<file path="src/rtl/pkt_read_responder.sv">
// pkt_read_responder
// Buffer-side responder for the two transmit ports. p0 faces the host
// control port and p1 faces the network.
//
// Read path: each port presents a 16-bit word address with a level request.
// The requests are arbitrated round-robin onto the single buffer-RAM read
// port. The returned 134-bit word is handed back to the requesting port a
// fixed number of cycles later.
//
// Release path: each port presents a 9-bit bufid with a level request. The
// requests are serialized one at a time toward the buffer manager.
//
// Ports:
//   i_clk, i_rst                       clock, async active-high reset
//   iv_pkt_raddr_pX, i_pkt_rd_pX       read address / request per port
//   o_pkt_raddr_ack_pX                 one-cycle read-accepted pulse
//   ov_pkt_data_pX, o_pkt_data_wr_pX   returned word (shared register) / strobe
//   iv_pkt_bufid_pX, i_pkt_bufid_wr_pX release bufid / request per port
//   o_pkt_bufid_ack_pX                 one-cycle release-accepted pulse
//   ov_free_bufid, o_free_bufid_wr     bufid toward buffer manager, held
//   i_free_bufid_ack                   buffer manager took ov_free_bufid
//   ov_ram_raddr, o_ram_rd             buffer RAM read address / strobe
//   iv_ram_rdata                       RAM data, valid RD_LAT cycles after rd
module pkt_read_responder #(
   parameter int RD_LAT = 2
) (
   input  logic         i_clk,
   input  logic         i_rst,
   input  logic [15:0]  iv_pkt_raddr_p0,
   input  logic [15:0]  iv_pkt_raddr_p1,
   input  logic         i_pkt_rd_p0,
   input  logic         i_pkt_rd_p1,
   output logic         o_pkt_raddr_ack_p0,
   output logic         o_pkt_raddr_ack_p1,
   output logic [133:0] ov_pkt_data_p0,
   output logic [133:0] ov_pkt_data_p1,
   output logic         o_pkt_data_wr_p0,
   output logic         o_pkt_data_wr_p1,
   input  logic [8:0]   iv_pkt_bufid_p0,
   input  logic [8:0]   iv_pkt_bufid_p1,
   input  logic         i_pkt_bufid_wr_p0,
   input  logic         i_pkt_bufid_wr_p1,
   output logic         o_pkt_bufid_ack_p0,
   output logic         o_pkt_bufid_ack_p1,
   output logic [8:0]   ov_free_bufid,
   output logic         o_free_bufid_wr,
   input  logic         i_free_bufid_ack,
   output logic [15:0]  ov_ram_raddr,
   output logic         o_ram_rd,
   input  logic [133:0] iv_ram_rdata
);

   typedef enum logic {
      REL_IDLE,
      REL_SEND
   } rel_state_t;

   // Read-path state
   logic          raddr_ack_p0_q, raddr_ack_p0_d;
   logic          raddr_ack_p1_q, raddr_ack_p1_d;
   logic          ram_rd_q, ram_rd_d;
   logic [15:0]   ram_raddr_q, ram_raddr_d;
   logic          rd_last_q, rd_last_d;
   logic [RD_LAT:0] tag_vld_q, tag_vld_d;
   logic [RD_LAT:0] tag_port_q, tag_port_d;
   logic [133:0]  data_q, data_d;
   logic          data_wr_p0_q, data_wr_p0_d;
   logic          data_wr_p1_q, data_wr_p1_d;

   // Release-path state
   rel_state_t    rel_state_q;
   logic          rel_last_q;
   logic [8:0]    free_bufid_q;
   logic          free_bufid_wr_q;
   logic          bufid_ack_p0_q;
   logic          bufid_ack_p1_q;

   logic elig_p0, elig_p1, grant_p0, grant_p1;

   // Read arbitration and return routing.
   // A port is blocked during its own ack cycle because it still holds
   // the request then; without this a single request would be granted twice.
   // rd_last_q = 1 means p1 was granted last, so p0 wins the next tie.
   // Tag entry 0 lines up with o_ram_rd. Entry RD_LAT lines up with valid
   // RAM data, so that entry decides capture and which port gets the strobe.
   always_comb begin
      elig_p0 = i_pkt_rd_p0 & ~raddr_ack_p0_q;
      elig_p1 = i_pkt_rd_p1 & ~raddr_ack_p1_q;
      grant_p0 = elig_p0 & (~elig_p1 | rd_last_q);
      grant_p1 = elig_p1 & ~grant_p0;

      raddr_ack_p0_d = grant_p0;
      raddr_ack_p1_d = grant_p1;
      ram_rd_d       = grant_p0 | grant_p1;
      ram_raddr_d    = ram_raddr_q;
      rd_last_d      = rd_last_q;
      if (grant_p0) begin
         ram_raddr_d = iv_pkt_raddr_p0;
         rd_last_d   = 1'b0;
      end else if (grant_p1) begin
         ram_raddr_d = iv_pkt_raddr_p1;
         rd_last_d   = 1'b1;
      end

      tag_vld_d  = {tag_vld_q[RD_LAT-1:0], ram_rd_d};
      tag_port_d = {tag_port_q[RD_LAT-1:0], grant_p1};

      data_d       = tag_vld_q[RD_LAT] ? iv_ram_rdata : data_q;
      data_wr_p0_d = tag_vld_q[RD_LAT] & ~tag_port_q[RD_LAT];
      data_wr_p1_d = tag_vld_q[RD_LAT] & tag_port_q[RD_LAT];
   end

   // Read-path registers. Reset clears the tags, so reads in flight never
   // produce a strobe after reset.
   always_ff @(posedge i_clk or posedge i_rst) begin
      if (i_rst) begin
         raddr_ack_p0_q <= 1'b0;
         raddr_ack_p1_q <= 1'b0;
         ram_rd_q       <= 1'b0;
         ram_raddr_q    <= '0;
         rd_last_q      <= 1'b1;
         tag_vld_q      <= '0;
         tag_port_q     <= '0;
         data_q         <= '0;
         data_wr_p0_q   <= 1'b0;
         data_wr_p1_q   <= 1'b0;
      end else begin
         raddr_ack_p0_q <= raddr_ack_p0_d;
         raddr_ack_p1_q <= raddr_ack_p1_d;
         ram_rd_q       <= ram_rd_d;
         ram_raddr_q    <= ram_raddr_d;
         rd_last_q      <= rd_last_d;
         tag_vld_q      <= tag_vld_d;
         tag_port_q     <= tag_port_d;
         data_q         <= data_d;
         data_wr_p0_q   <= data_wr_p0_d;
         data_wr_p1_q   <= data_wr_p1_d;
      end
   end

   // Release FSM. It has its own round-robin pointer (1 = p1 last, so p0
   // wins the first tie). Requests are only sampled in IDLE, so a port that
   // still holds its request during the ack pulse is not accepted twice.
   always_ff @(posedge i_clk or posedge i_rst) begin
      if (i_rst) begin
         rel_state_q     <= REL_IDLE;
         rel_last_q      <= 1'b1;
         free_bufid_q    <= '0;
         free_bufid_wr_q <= 1'b0;
         bufid_ack_p0_q  <= 1'b0;
         bufid_ack_p1_q  <= 1'b0;
      end else begin
         bufid_ack_p0_q <= 1'b0;
         bufid_ack_p1_q <= 1'b0;
         case (rel_state_q)
            REL_IDLE: begin
               if (i_pkt_bufid_wr_p0 & (~i_pkt_bufid_wr_p1 | rel_last_q)) begin
                  free_bufid_q    <= iv_pkt_bufid_p0;
                  free_bufid_wr_q <= 1'b1;
                  bufid_ack_p0_q  <= 1'b1;
                  rel_last_q      <= 1'b0;
                  rel_state_q     <= REL_SEND;
               end else if (i_pkt_bufid_wr_p1) begin
                  free_bufid_q    <= iv_pkt_bufid_p1;
                  free_bufid_wr_q <= 1'b1;
                  bufid_ack_p1_q  <= 1'b1;
                  rel_last_q      <= 1'b1;
                  rel_state_q     <= REL_SEND;
               end
            end
            REL_SEND: begin
               if (i_free_bufid_ack) begin
                  free_bufid_wr_q <= 1'b0;
                  rel_state_q     <= REL_IDLE;
               end
            end
            default: rel_state_q <= REL_IDLE;
         endcase
      end
   end

   assign o_pkt_raddr_ack_p0 = raddr_ack_p0_q;
   assign o_pkt_raddr_ack_p1 = raddr_ack_p1_q;
   assign ov_pkt_data_p0     = data_q;
   assign ov_pkt_data_p1     = data_q;
   assign o_pkt_data_wr_p0   = data_wr_p0_q;
   assign o_pkt_data_wr_p1   = data_wr_p1_q;
   assign o_pkt_bufid_ack_p0 = bufid_ack_p0_q;
   assign o_pkt_bufid_ack_p1 = bufid_ack_p1_q;
   assign ov_free_bufid      = free_bufid_q;
   assign o_free_bufid_wr    = free_bufid_wr_q;
   assign ov_ram_raddr       = ram_raddr_q;
   assign o_ram_rd           = ram_rd_q;

endmodule

</file>
<file path="config.mk">
export PLATFORM = sky130hd
export DESIGN_NAME = pkt_read_responder
export DESIGN_NICKNAME = d
export VERILOG_FILES = /design/src/rtl/pkt_read_responder.sv
export SDC_FILE = /design/constraint.sdc
export NUM_CORES = 1
export LEC_CHECK = 0
export BUFFER_PORTS_ARGS = -buffer_cell sky130_fd_sc_hd__buf_4
export CAP_MARGIN = 20
export CORE_AREA = 2 2 192 194
export CTS_BUF_LIST = sky130_fd_sc_hd__clkbuf_4 sky130_fd_sc_hd__clkbuf_8 sky130_fd_sc_hd__clkbuf_16
export DETAILED_ROUTE_END_ITERATION = 16
export DIE_AREA = 0 0 194 196
export GPL_TIMING_DRIVEN = 0
export PLACE_DENSITY = 0.56
export SLEW_MARGIN = 25
export SYNTH_ARGS = -nofsm -noshare
export SYNTH_HDL_FRONTEND = slang
export SYNTH_SLANG_ARGS = --single-unit
</file>
<file path="constraint.sdc">
create_clock -name i_clk -period 5.7 [get_ports i_clk]
set_clock_uncertainty 0.2 [all_clocks]
set_input_delay 0.57 -clock i_clk [delete_from_list [all_inputs] [get_ports i_clk]]
set_output_delay 0.57 -clock i_clk [all_outputs]
set_load 0.005 [all_outputs]
</file>
# ---- Yosys cells after proc, flatten, opt, wreduce, memory -nomap -nowiden
# Cells that the tools add are included.
dict set report classes {
  n_reduce_logical 4
  n_mux 19
  n_eq_ne 2
  n_bitwise 17
}
# operator count
set ops {}
lappend ops {{16-bit two-way mux} 2}
lappend ops {{9-bit two-way mux} 2}
lappend ops {{1-bit two-way mux} 13}
lappend ops {{1-bit AND} 7}
lappend ops {{1-bit NOT} 7}
lappend ops {{1-bit one-hot mux with 2 select lines} 2}
lappend ops {{2-bit AND reduction} 2}
lappend ops {{2-bit nonzero test} 2}
lappend ops {{3-bit != test (second input constant)} 1}
lappend ops {{1-bit OR} 3}
lappend ops {{2-bit != test (second input constant)} 1}
dict set report totals {
  inputBits 191
  ff_bits 176
}

# ---- Logic depth before layout (Yosys ltp)
# Gate-level depths: netlist (run 1).
dict set report depth {
  depth_word 9
  depth_mapped 5
}

# ---- Worst setup path before layout (run 1)
# No wires, ideal clock.
dict set report synth_path {
  path_type {input -> register}
  from {input i_pkt_rd_p0}
  to {register ram_raddr_q[0], in the netlist ov_ram_raddr[0]}
  required_ps 5374
  stages 5
  path_slack_ps 4016
  arrival_time_ps 1358
  cell_sequence {nor2b_4 buf_6 a21oi_2 buf_4 a221o_1}
}
dict set report synth_between {
  elab_chain_cells 5
  elab_cells_between_ends 6
  cone_classes {1 x mux; 4 x bitwise; 1 x reduce/logical}
}
# item line_no
set synth_rtl {}
lappend synth_rtl {{start, declared} 31} ;# input logic i_pkt_rd_p0,
lappend synth_rtl {{1-bit AND} 87} ;# elig_p0 = i_pkt_rd_p0 & ~raddr_ack_p0_q;
lappend synth_rtl {{1-bit AND} 89} ;# grant_p0 = elig_p0 & (~elig_p1 | rd_last_q);
lappend synth_rtl {{1-bit NOT} 90} ;# grant_p1 = elig_p1 & ~grant_p0;
lappend synth_rtl {{1-bit AND} 90}
lappend synth_rtl {{named net grant_p1} 78} ;# logic elig_p0, elig_p1, grant_p0, grant_p1;
lappend synth_rtl {{2-bit nonzero test (no source line)} n/a}
lappend synth_rtl {{end signal, assigned} 131} ;# ram_raddr_q <= ram_raddr_d;
lappend synth_rtl {{end, declared} 62} ;# logic [15:0] ram_raddr_q, ram_raddr_d;
# The timed path passes the listed nets, and every way through them passes these cells.
# A chain may end at the register's enable or synchronous reset.

# ---- Worst setup path in the final report (run 1)
dict set report layout_path {
  from {register tag_vld_q[2]}
  to {register data_q[58], in the netlist ov_pkt_data_p0[58]}
}
# item line_no
set layout_lines {}
lappend layout_lines {{start, declared} 64} ;# logic [RD_LAT:0] tag_vld_q, tag_vld_d;
lappend layout_lines {{start signal, assigned} 133} ;# tag_vld_q <= tag_vld_d;
lappend layout_lines {{end signal, assigned} 135} ;# data_q <= data_d;
lappend layout_lines {{end, declared} 66} ;# logic [133:0] data_q, data_d;
# No word-level cell between the ends.

==> results of run 1 <==
[flip-flops by register name, indices dropped and copies added, names as in the netlist, 3 cells and up]
register        flops
ov_free_bufid       9
ov_pkt_data_p0    134
ov_ram_raddr       16
tag_port_q          3
tag_vld_q           3
[how the worst min path moves through the flow]
stage | startpoint | to | slack (ns) | cells after the start
floorplan | tag_port_q[1] | tag_port_q[2] | 0.13 | 0
global placement | tag_vld_q[1] | tag_vld_q[2] | 0.13 | 0
detailed placement | tag_vld_q[1] | tag_vld_q[2] | 0.14 | 0
CTS | i_rst | ov_pkt_data_p0[68] | 0.02 | 3
global route | i_rst | ov_pkt_data_p0[72] | 0.03 | 3
finish | i_rst | ov_pkt_data_p0[68] | 0.01 | 3
[metrics by stage]
step                instances  total power (uW)  area, sq um
global placement         1521              3190        11900
finish                   1555              4360        12600
CTS                      1555              4450        12600
detailed placement       1523              3210        12000
global route             1555              4610        12600
floorplan                 562              2310         7660
[power by group through the flow]
stage	sequential, uW	combinational (uW)	clock (uW)
final	1680	1470	1200
after global routing	1720	1580	1310
after CTS	1690	1500	1260
after detailed placement	1710	1500	0
after global placement	1700	1490	0
after floorplan	1670	639	0
[area by class of cell]
cell class | instances | area [sq um] | area share (%)
sequential | 174 | 4360 | 34.6
timing repair buffer | 493 | 3740 | 29.7
multi-input combinational | 223 | 2120 | 16.8
buffer | 162 | 1170 | 9.32
tap | 468 | 586 | 4.65
clock buffer | 20 | 467 | 3.71
clock inverter | 12 | 133 | 1.05
inverter | 3 | 18.8 | 0.149
[metal layers]
metal	part of all wire, %	global-route usage (%)
met5	0	0
met4	1.6	4.63
met1	39	14.8
met2	51	22.7
met3	8.1	4.33
[synthesized netlist by cell type (2+ instances only)]
cell and count:
sky130_fd_sc_hd__nor2b_1 2, sky130_fd_sc_hd__a221o_1 16, sky130_fd_sc_hd__buf_2 14, sky130_fd_sc_hd__inv_1 3
sky130_fd_sc_hd__a21oi_1 2, sky130_fd_sc_hd__nand3_1 9, sky130_fd_sc_hd__o21ai_0 11, sky130_fd_sc_hd__buf_6 2
sky130_fd_sc_hd__nor3b_1 16, sky130_fd_sc_hd__clkbuf_1 6, sky130_fd_sc_hd__a21o_1 2, sky130_fd_sc_hd__mux2_2 134
sky130_fd_sc_hd__nand2b_1 2, sky130_fd_sc_hd__dfstp_2 2, sky130_fd_sc_hd__a31oi_1 9, sky130_fd_sc_hd__nor2_1 10
sky130_fd_sc_hd__dfrtp_1 172, sky130_fd_sc_hd__buf_4 139
[logic make-up (layout without fill, tap and decap cells)]
group | after synthesis | after routing | synth area share [%]
AND/OR/NAND/NOR | 46 | 46 | 3.72
buffers and inverters | 165 | 690 | 15.5
AO/OA/AOI/OAI | 43 | 43 | 4.21
multiplexers | 134 | 134 | 19.7
flip-flops | 174 | 174 | 56.9
[cell usage in the layout (no fill, tap or decap), types with 2 or more instances in the layout]
cell type and count:
sky130_fd_sc_hd__buf_4 630, sky130_fd_sc_hd__dfrtp_1 172, sky130_fd_sc_hd__mux2_2 134, sky130_fd_sc_hd__clkbuf_16 17, sky130_fd_sc_hd__nor3b_1 16, sky130_fd_sc_hd__a221o_1 16, sky130_fd_sc_hd__buf_2 14, sky130_fd_sc_hd__o21ai_0 11
sky130_fd_sc_hd__nor2_1 10, sky130_fd_sc_hd__nand3_1 9, sky130_fd_sc_hd__a31oi_1 9, sky130_fd_sc_hd__clkbuf_1 6, sky130_fd_sc_hd__inv_6 4, sky130_fd_sc_hd__clkinv_2 3, sky130_fd_sc_hd__clkbuf_8 3, sky130_fd_sc_hd__clkinvlp_4 3
sky130_fd_sc_hd__buf_6 2, sky130_fd_sc_hd__inv_1 2, sky130_fd_sc_hd__a21o_1 2, sky130_fd_sc_hd__nor2b_1 2, sky130_fd_sc_hd__nand2b_1 2, sky130_fd_sc_hd__a21oi_1 2, sky130_fd_sc_hd__bufinv_16 2, sky130_fd_sc_hd__buf_16 2
sky130_fd_sc_hd__dfstp_2 2
[worst max-delay path, delay by kind of cell (launching register included)]
family / cells / cell delay [ns]
buffers and inverters: 3 / 0.98
muxes: 1 / 0.35
DFF: 1 / 0.31
==> run summary, run 1 <==
run status: finished clean
first-pass GRT wire length: 37600 um
Req. time, crit path: 5.82 ns
Die Ht: 196 um
Net Sw Frac: 27.9%
RSZ-0062 raised after global routing: false
number of warnings issued by yosys: 0
clock transition at the registers of the reported paths: 0.07 ns
cell internal pwr: 3140 uW
critical path capture point type: flop
Port Buf Inserts: 491
Std-Cell Core Area: 36100 sq um
vias per std cell: 3.92
reported leakage power: 0.00620 uW
Post-synth EDFFs: 0
R2R cell count: 4
share of the core filled with cells in the final layout: 34.9%
Detailed Route Iter0 Violations: 126
CP cell instances: buf_2, buf_2, buf_4, mux2_2
FF-to-FF Start: tag_vld_q[2]
grt total ovfl: 0
Reg2Reg Setup Slack: 3.73 ns
biggest area consumer among synthesized cells: sky130_fd_sc_hd__dfrtp_1
share of total power in the clock network: 27.6%
worst-case headroom to the max-slew limit: 67.1%
Die X-Extent: 194 um
number of placement rows: 70
# DRC: 0
worst reg2reg path endpoint: ov_pkt_data_p0[58]
ys flop type: sky130_fd_sc_hd__dfrtp_1
Hold-fix buffers, CTS: 0
Post-synth ARST share: 100%
max-cap violation count: 0
CP dominant cell by count: sky130_fd_sc_hd__buf_2
I/O pin cnt: 492
fin crit period: 1.97 ns
antenna-violating nets left: 0
Reg power frac: 38.6%
vias: 6093
worst setup slack after layout: 3.73 ns
HPWL after detailed placement: 20000 um
post-synthesis sequential area ratio: 56.9%
CTS tree: yes
Worst setup endpoint: ov_pkt_data_p0[58]
post-placement setup slack: 3.60 ns
number of nets in the final layout: 1265
antenna violations before repair: 0
achievable clock frequency: 0.508 GHz
signal arrival time at the worst endpoint: 2.09 ns
accumulated negative setup slack: 0 ns
register bit count reported by yosys: 174
signed area change from the synthesized netlist to the final layout: 64.4%
H-tree level count: 4
fraction of power consumed by combinational cells: 33.8%
Post-Synthesis Cells: 562
fill cell count: 3584
master cell of the clock root buffer: sky130_fd_sc_hd__clkbuf_16
setup violation total in the final timing report: 0
GP Congestion: 0.761
pin count of the biggest net entering global routing: 89
Max Root-Sink Buffers: 2
number of failing hold endpoints at the final stage: 0
Crit Path Category: flop to flop
worst-margin pin slew: 0.493 ns
Die ar.: 38000 sq um
share of final-layout standard cells stronger than drive strength 1: 75.6%
top cells by area in the synthesized netlist: sky130_fd_sc_hd__dfrtp_1 56%, sky130_fd_sc_hd__mux2_2 20%, sky130_fd_sc_hd__buf_4 14%
number of distinct library cell variants in the gate-level netlist after synthesis: 29
clock latency at the later pin of the worst-skew pair: 0.43 ns
total routed wirelength: 25300 um
Switch Pwr: 1220 uW
WL/cell: 16.3 um
number of gates given a new drive strength after cts: 0
CP Max Fanout: 10
# clock sinks: 174
largest incremental delay on the critical path: 0.38 ns
fraction of synthesized cell area taken by the top area cell type: 56.2%
via count of the first global-routing pass: 6286
post-synth net total: 753
netlist area before placement: 7660 sq um
starting utilization of the core area: 21.2%
TritonRoute pass-1 iters: 4
number of diodes added for antenna fixing: 0
power per cell area: 346 nW/um^2
Total Routing Usage GR: 13.0%
synthesized area divided by synthesized cell count: 13.6 sq um
sort of element at the start of the critical path: flop
count of pins over their slew limit: 0
Post-CTS Repair Setup Buffers: 0
Worst VDD drop: 0.200 mV
number of buffers created by CTS: 17
highest-delay cell along the critical path: sky130_fd_sc_hd__buf_2
post-route fraction of the period consumed by the critical path: 34.5%
launch point of the worst path: tag_vld_q[2]
worst hold path type: input port to async pin
worst hold-check slack: 0.0150 ns
(Power assumes the default switching activity.)
==> inputs of run 2 (changes only) <==
- CORE_AREA: 2 2 192 194 -> 2 2 194 196
- DIE_AREA: 0 0 194 196 -> 0 0 196 198
- PLACE_DENSITY: 0.56 -> 0.53
- clock period: 5.7 -> 1.87 ns (I/O delays scaled with it)
==> run 2 against run 1 <==
- maximum frequency is 13% higher
- cell area grew 16%
- non-clock buffer count grew 193
- register-to-register slack got worse by 3.6 ns
- routed wire length rose by 5.6%
- first-iteration DRC count increased by 28%
- clock power grew to 3.3 times the previous value
- sequential cell count unchanged
- largest cell class unchanged
==> run summary, run 2 (same netlist as run 1, synthesis figures left out) <==
Req. time, crit path: 1.99 ns
RSZ-0062 raised after global routing: false
sort of element at the start of the critical path: flop
Reg power frac: 36.9%
reported leakage power: 0.00706 uW
Die ar.: 38800 sq um
Std-Cell Core Area: 37000 sq um
WL/cell: 15.2 um
# DRC: 0
vias per std cell: 3.92
pin count of the biggest net entering global routing: 30
run status: finished clean
via count of the first global-routing pass: 6964
signed area change from the synthesized netlist to the final layout: 91.0%
critical path capture point type: flop
setup violation total in the final timing report: 0
total routed wirelength: 26700 um
Crit Path Category: flop to flop
worst-margin pin slew: 0.545 ns
post-route fraction of the period consumed by the critical path: 93.0%
Cell Count Post-Placement: 1534
final cell count without fillers: 1755
Net Sw Frac: 27.2%
Max Root-Sink Buffers: 2
clock transition at the registers of the reported paths: 0.07 ns
signal arrival time at the worst endpoint: 1.86 ns
CP Max Fanout: 10
clock latency at the later pin of the worst-skew pair: 0.43 ns
power per cell area: 951 nW/um^2
cell internal pwr: 10100 uW
# clock sinks: 174
share of total power in the clock network: 28.1%
Die X-Extent: 196 um
grt total ovfl: 0
starting utilization of the core area: 20.7%
number of failing hold endpoints at the final stage: 0
HPWL after detailed placement: 19700 um
achievable clock frequency: 0.575 GHz
CTS tree: yes
worst hold-check slack: 0.0978 ns
TritonRoute pass-1 iters: 6
Die Ht: 198 um
antenna-violating nets left: 0
Post-CTS Repair Setup Buffers: 0
max-cap violation count: 0
number of nets in the final layout: 1458
Switch Pwr: 3790 uW
fin crit period: 1.74 ns
I/O pin cnt: 492
master cell of the clock root buffer: sky130_fd_sc_hd__clkbuf_16
worst hold path type: input port to async pin
commonest non-fill, non-tap cells in the layout: 631 x sky130_fd_sc_hd__buf_4, 189 x sky130_fd_sc_hd__dlygate4sd3_1, 172 x sky130_fd_sc_hd__dfrtp_1, 134 x sky130_fd_sc_hd__mux2_2, 17 x sky130_fd_sc_hd__clkbuf_16
fraction of power consumed by combinational cells: 35.0%
Detailed Route Iter0 Violations: 161
GP Congestion: 0.731
vias: 6873
share of the core filled with cells in the final layout: 39.6%
leading cell type in the layout, fill and taps excluded: sky130_fd_sc_hd__buf_4
share of final-layout standard cells stronger than drive strength 1: 64.5%
post-layout total power: 13900 uW
number of placement rows: 71
Worst VDD drop: 0.617 mV
count of pins over their slew limit: 0
accumulated negative setup slack: 0 ns
first-pass GRT wire length: 39400 um
number of buffers created by CTS: 17
worst-case headroom to the max-slew limit: 63.6%
H-tree level count: 4
flip-flop count of the largest register after layout: 134
antenna violations before repair: 1
Port Buf Inserts: 491
Total Routing Usage GR: 13.2%
==> run 2: cell types whose count changed in the layout (fill, tap and decap cells not counted), sizes merged <==
cell and change:
buf +4, dlygate4sd3 +189, bufinv +2, inv -5, clkinv +2, clkbuf +3
diode +1, clkinvlp -2
==> run 2: critical path, cell delays in order (launching register included) <==
cell                      delay, ns
sky130_fd_sc_hd__dfrtp_1       0.41
sky130_fd_sc_hd__and2b_1       0.19
sky130_fd_sc_hd__buf_2         0.19
sky130_fd_sc_hd__buf_2         0.27
sky130_fd_sc_hd__nor3b_1       0.09
sky130_fd_sc_hd__a221o_1       0.26
==> run 2: final cells by class <==
type / count / area, sq um
fillers: 3523 / 22300
well taps: 474 / 593
flip-flops and latches: 174 / 4360
clock inverters: 9 / 160
repair buffers: 687 / 5730
multi-input cells: 223 / 2120
diodes: 1 / 2.50
clock buffers: 23 / 477
plain buffers: 161 / 1170
inverters: 3 / 15.0
==> run 2: path summary, 6_finish.rpt <==
kind	from	endpoint	slack (ns)	depth (start not counted)
setup / recovery	tag_port_q[0]	ov_ram_raddr[4]	0.13	5
hold / removal	i_rst	ov_pkt_data_p0[43]	0.1	3
setup reg to reg	tag_port_q[0]	ov_ram_raddr[4]	0.13	5
hold reg to reg	tag_port_q[1]	tag_port_q[2]	0.15	0
max in group asynchronous	i_rst	rd_last_q	0.23	7
min in group i_clk	tag_port_q[1]	tag_port_q[2]	0.15	0
==> run 2: routing by layer <==
layer  vias to the layer above  GRT usage, %  share of wire, %
met2                       279          23.4                52
met1                      3343          15.2                40
met4                         0          5.33               2.2
met3                        31          3.61               6.1
met5                         -             0                 0
li1                       3220             -                 -
==> run 2: timing repair <==
| item | CTS | global route |
|---|---|---|
| gates resized for setup | 1 | 0 |
| setup endpoints to repair | 38 | 9 |
| hold endpoints to repair | 213 | 0 |
| hold buffers | 189 | 0 |
| pin swaps | 0 | 0 |
==> run 2: metrics by stage <==
step | worst slack, ns | instance area, sq um
2_1_floorplan | -0.740 | 7660
3_3_place_gp | -2.10 | 11900
3_5_place_dp | -0.105 | 12100
4_1_cts | 0.0164 | 14600
5_1_grt | 0.0251 | 14600
6_report | 0.131 | 14600
==> run 2: power by group through the flow <==
stage,Combinational (uW),Clock (uW),Sequential (uW)
4_1_cts,4900,4070,5150
3_5_place_dp,4560,0,5200
5_1_grt,5220,4220,5240
2_1_floorplan,1950,0,5090
6_report,4870,3910,5140
3_3_place_gp,4500,0,5190
==> inputs of run 3 (changes only) <==
- ABC_AREA: unset -> 1
- CORE_AREA: 2 2 194 196 -> 2 2 190 192
- DIE_AREA: 0 0 196 198 -> 0 0 192 194
- PLACE_DENSITY: 0.53 -> 0.56
==> run 3 against run 2 <==
- maximum frequency decreased by 4.1%
- critical path depth up 1
- die area shrank 4.0%
==> run summary, run 3 <==
accumulated negative setup slack: 0 ns
CTS tree: yes
number of placement rows: 69
R2R cell count: 6
Post-Synthesis Cells: 930
master cell of the clock root buffer: sky130_fd_sc_hd__clkbuf_16
H-tree level count: 4
Req. time, crit path: 1.99 ns
run status: finished clean
# clock sinks: 174
Die X-Extent: 192 um
post-route fraction of the period consumed by the critical path: 96.9%
reported leakage power: 0.00820 uW
launch instance of the worst min-delay path: i_pkt_rd_p1
number of warnings issued by yosys: 0
GP Congestion: 0.817
Reg2Reg Setup Slack: 0.06 ns
count of pins over their slew limit: 0
number of nets in the final layout: 1830
max-cap violation count: 0
Die Ht: 194 um
fin crit period: 1.81 ns
antenna-violating nets left: 0
Crit Path Category: flop to flop
critical path capture point type: flop
first-pass GRT wire length: 48300 um
biggest area consumer among synthesized cells: sky130_fd_sc_hd__dfrtp_1
Die ar.: 37200 sq um
via count of the first global-routing pass: 8662
library cell with the highest instance count after synthesis: sky130_fd_sc_hd__nand2_1
number of failing hold endpoints at the final stage: 0
RSZ-0062 raised after global routing: true
endpoint of the worst hold-timing path: ov_ram_raddr[8]
Post-DP Area: 12400 sq um
Post-synth ARST share: 100%
share of final-layout standard cells stronger than drive strength 1: 44.4%
antenna violations before repair: 0
# DRC: 0
number of diodes added for antenna fixing: 0
number of distinct library cell variants in the gate-level netlist after synthesis: 23
ys flop type: sky130_fd_sc_hd__dfrtp_1
flip-flop count of the largest register after layout: 134
Port Buf Inserts: 491
Max Root-Sink Buffers: 2
I/O pin cnt: 492
register bit count reported by yosys: 174
number of buffers created by CTS: 17
Std-Cell Core Area: 35200 sq um
Cell Count Post-Placement: 1888
CP Max Fanout: 7
Detailed Route Iter0 Violations: 227
setup violation total in the final timing report: 0
post-synth net total: 1121
netlist area before placement: 8010 sq um
grt total ovfl: 0
starting utilization of the core area: 22.7%
worst reg2reg path endpoint: ov_ram_raddr[10]
commonest non-fill, non-tap cells in the layout: 635 x sky130_fd_sc_hd__buf_4, 486 x sky130_fd_sc_hd__nand2_1, 189 x sky130_fd_sc_hd__dlygate4sd3_1, 171 x sky130_fd_sc_hd__dfrtp_1, 37 x sky130_fd_sc_hd__nand3_1
Worst VDD drop: 0.601 mV
clock transition at the registers of the reported paths: 0.07 ns
clock latency at the later pin of the worst-skew pair: 0.43 ns
vias: 8453
HPWL after detailed placement: 23700 um
WL/cell: 15.2 um
pin count of the biggest net entering global routing: 32
TritonRoute pass-1 iters: 5
Total Routing Usage GR: 16.9%
signed area change from the synthesized netlist to the final layout: 86.5%
synthesized area divided by synthesized cell count: 8.61 sq um
post-synthesis sequential area ratio: 54.4%
worst-case headroom to the max-slew limit: 61.1%
power per cell area: 914 nW/um^2
fraction of synthesized cell area taken by the top area cell type: 53.7%
share of the core filled with cells in the final layout: 42.4%
achievable clock frequency: 0.552 GHz
Post-synth EDFFs: 0
worst hold-check slack: 0.0547 ns
FF-to-FF Start: rd_last_q
final standard cell area without fillers: 14900 sq um
Post-synth top cells: 486 x sky130_fd_sc_hd__nand2_1, 172 x sky130_fd_sc_hd__dfrtp_1, 141 x sky130_fd_sc_hd__buf_4
worst hold path type: input port to flop
fill cell count: 3462
hold path cells: 6
final cell count without fillers: 2113
vias per std cell: 4.00
total routed wirelength: 32200 um
worst-margin pin slew: 0.582 ns
signal arrival time at the worst endpoint: 1.93 ns
top cells by area in the synthesized netlist: sky130_fd_sc_hd__dfrtp_1 54%, sky130_fd_sc_hd__nand2_1 23%, sky130_fd_sc_hd__buf_4 13%
leading cell type in the layout, fill and taps excluded: sky130_fd_sc_hd__buf_4
sort of element at the start of the critical path: flop
run 3: cell types whose count changed after synthesis, moves of 7 or more:
cell	before	now
sky130_fd_sc_hd__nand3_2	0	19
sky130_fd_sc_hd__mux2_2	134	0
sky130_fd_sc_hd__buf_1	0	7
sky130_fd_sc_hd__inv_1	3	23
sky130_fd_sc_hd__nor3b_1	16	0
sky130_fd_sc_hd__nor2_1	10	3
sky130_fd_sc_hd__nand3_1	9	38
sky130_fd_sc_hd__o21ai_0	11	2
sky130_fd_sc_hd__a31oi_1	9	0
sky130_fd_sc_hd__a221o_1	16	0
sky130_fd_sc_hd__nand2_1	1	486
run 3: worst max-delay path, stage by stage (launching register included):
cell                            delay (ns)
sky130_fd_sc_hd__dfstp_2              0.53
sky130_fd_sc_hd__inv_2                0.05
sky130_fd_sc_hd__nand3_4              0.15
sky130_fd_sc_hd__nand2_8              0.09
sky130_fd_sc_hd__nand3_1              0.08
sky130_fd_sc_hd__nand2_1              0.05
sky130_fd_sc_hd__dlygate4sd3_1        0.55
run 3: cell type report:
class | count | area (sq um) | share of cell area (%)
timing repair buffer | 689 | 5730 | 38.3
sequential | 174 | 4360 | 29.2
multi-input combinational | 558 | 2340 | 15.7
buffer | 172 | 1240 | 8.27
tap | 461 | 577 | 3.86
clock buffer | 20 | 454 | 3.04
clock inverter | 12 | 134 | 0.896
inverter | 27 | 108 | 0.720
run 3: how the worst max path moves through the flow:
stage,cells after the start,to,start,slack (ns)
after floorplan,1,o_free_bufid_wr,i_rst,-0.74
after global placement,2,ov_pkt_data_p0[16],i_rst,-2.06
after detailed placement,4,ov_pkt_data_p0[108],tag_vld_q[2],-0.01
after CTS,5,ov_ram_raddr[11],o_pkt_raddr_ack_p0,0.03
after global routing,7,ov_ram_raddr[9],rd_last_q,-0.02
final,6,ov_ram_raddr[10],rd_last_q,0.06
run 3: routing by layer:
| metal | up-vias | track usage (%) | part of all wire [%] |
|---|---|---|---|
| met1 | 3978 | 18.4 | 39 |
| met3 | 33 | 4.80 | 6.9 |
| li1 | 4116 | - | - |
| met2 | 326 | 31.2 | 53 |
| met5 | - | 0 | 0 |
| met4 | 0 | 5.09 | 1.8 |
run 3: where the power goes:
part	internal [uW]	switching [uW]
Clock	2050	1590
Combinational	2930	2000
Sequential	4470	626
Total	9440	4210
run 3: logic make-up after synthesis:
| group | Yosys count | synth area share [%] |
|---|---|---|
| buffers and inverters | 199 | 16.6 |
| AND/OR/NAND/NOR | 552 | 28.6 |
| AO/OA/AOI/OAI | 5 | 0.344 |
| flip-flops | 174 | 54.4 |
run 3: through the flow:
stage | power [uW] | setup slack (ns)
finish | 13700 | 0.0571
global route | 14500 | -0.0195
CTS | 13800 | 0.0303
detailed placement | 9690 | -0.0139
global placement | 9620 | -2.06
floorplan | 6910 | -0.740
run 3: what timing repair did:
| action | 4_1_cts | 5_1_grt |
|---|---|---|
| setup endpoints to repair | 1 | 11 |
| cloned | 0 | 1 |
| resized for setup | 1 | 8 |
| pin swaps | 0 | 3 |
| setup buffers | 0 | 3 |
| hold endpoints to repair | 186 | 0 |
| hold buffers | 189 | 0 |
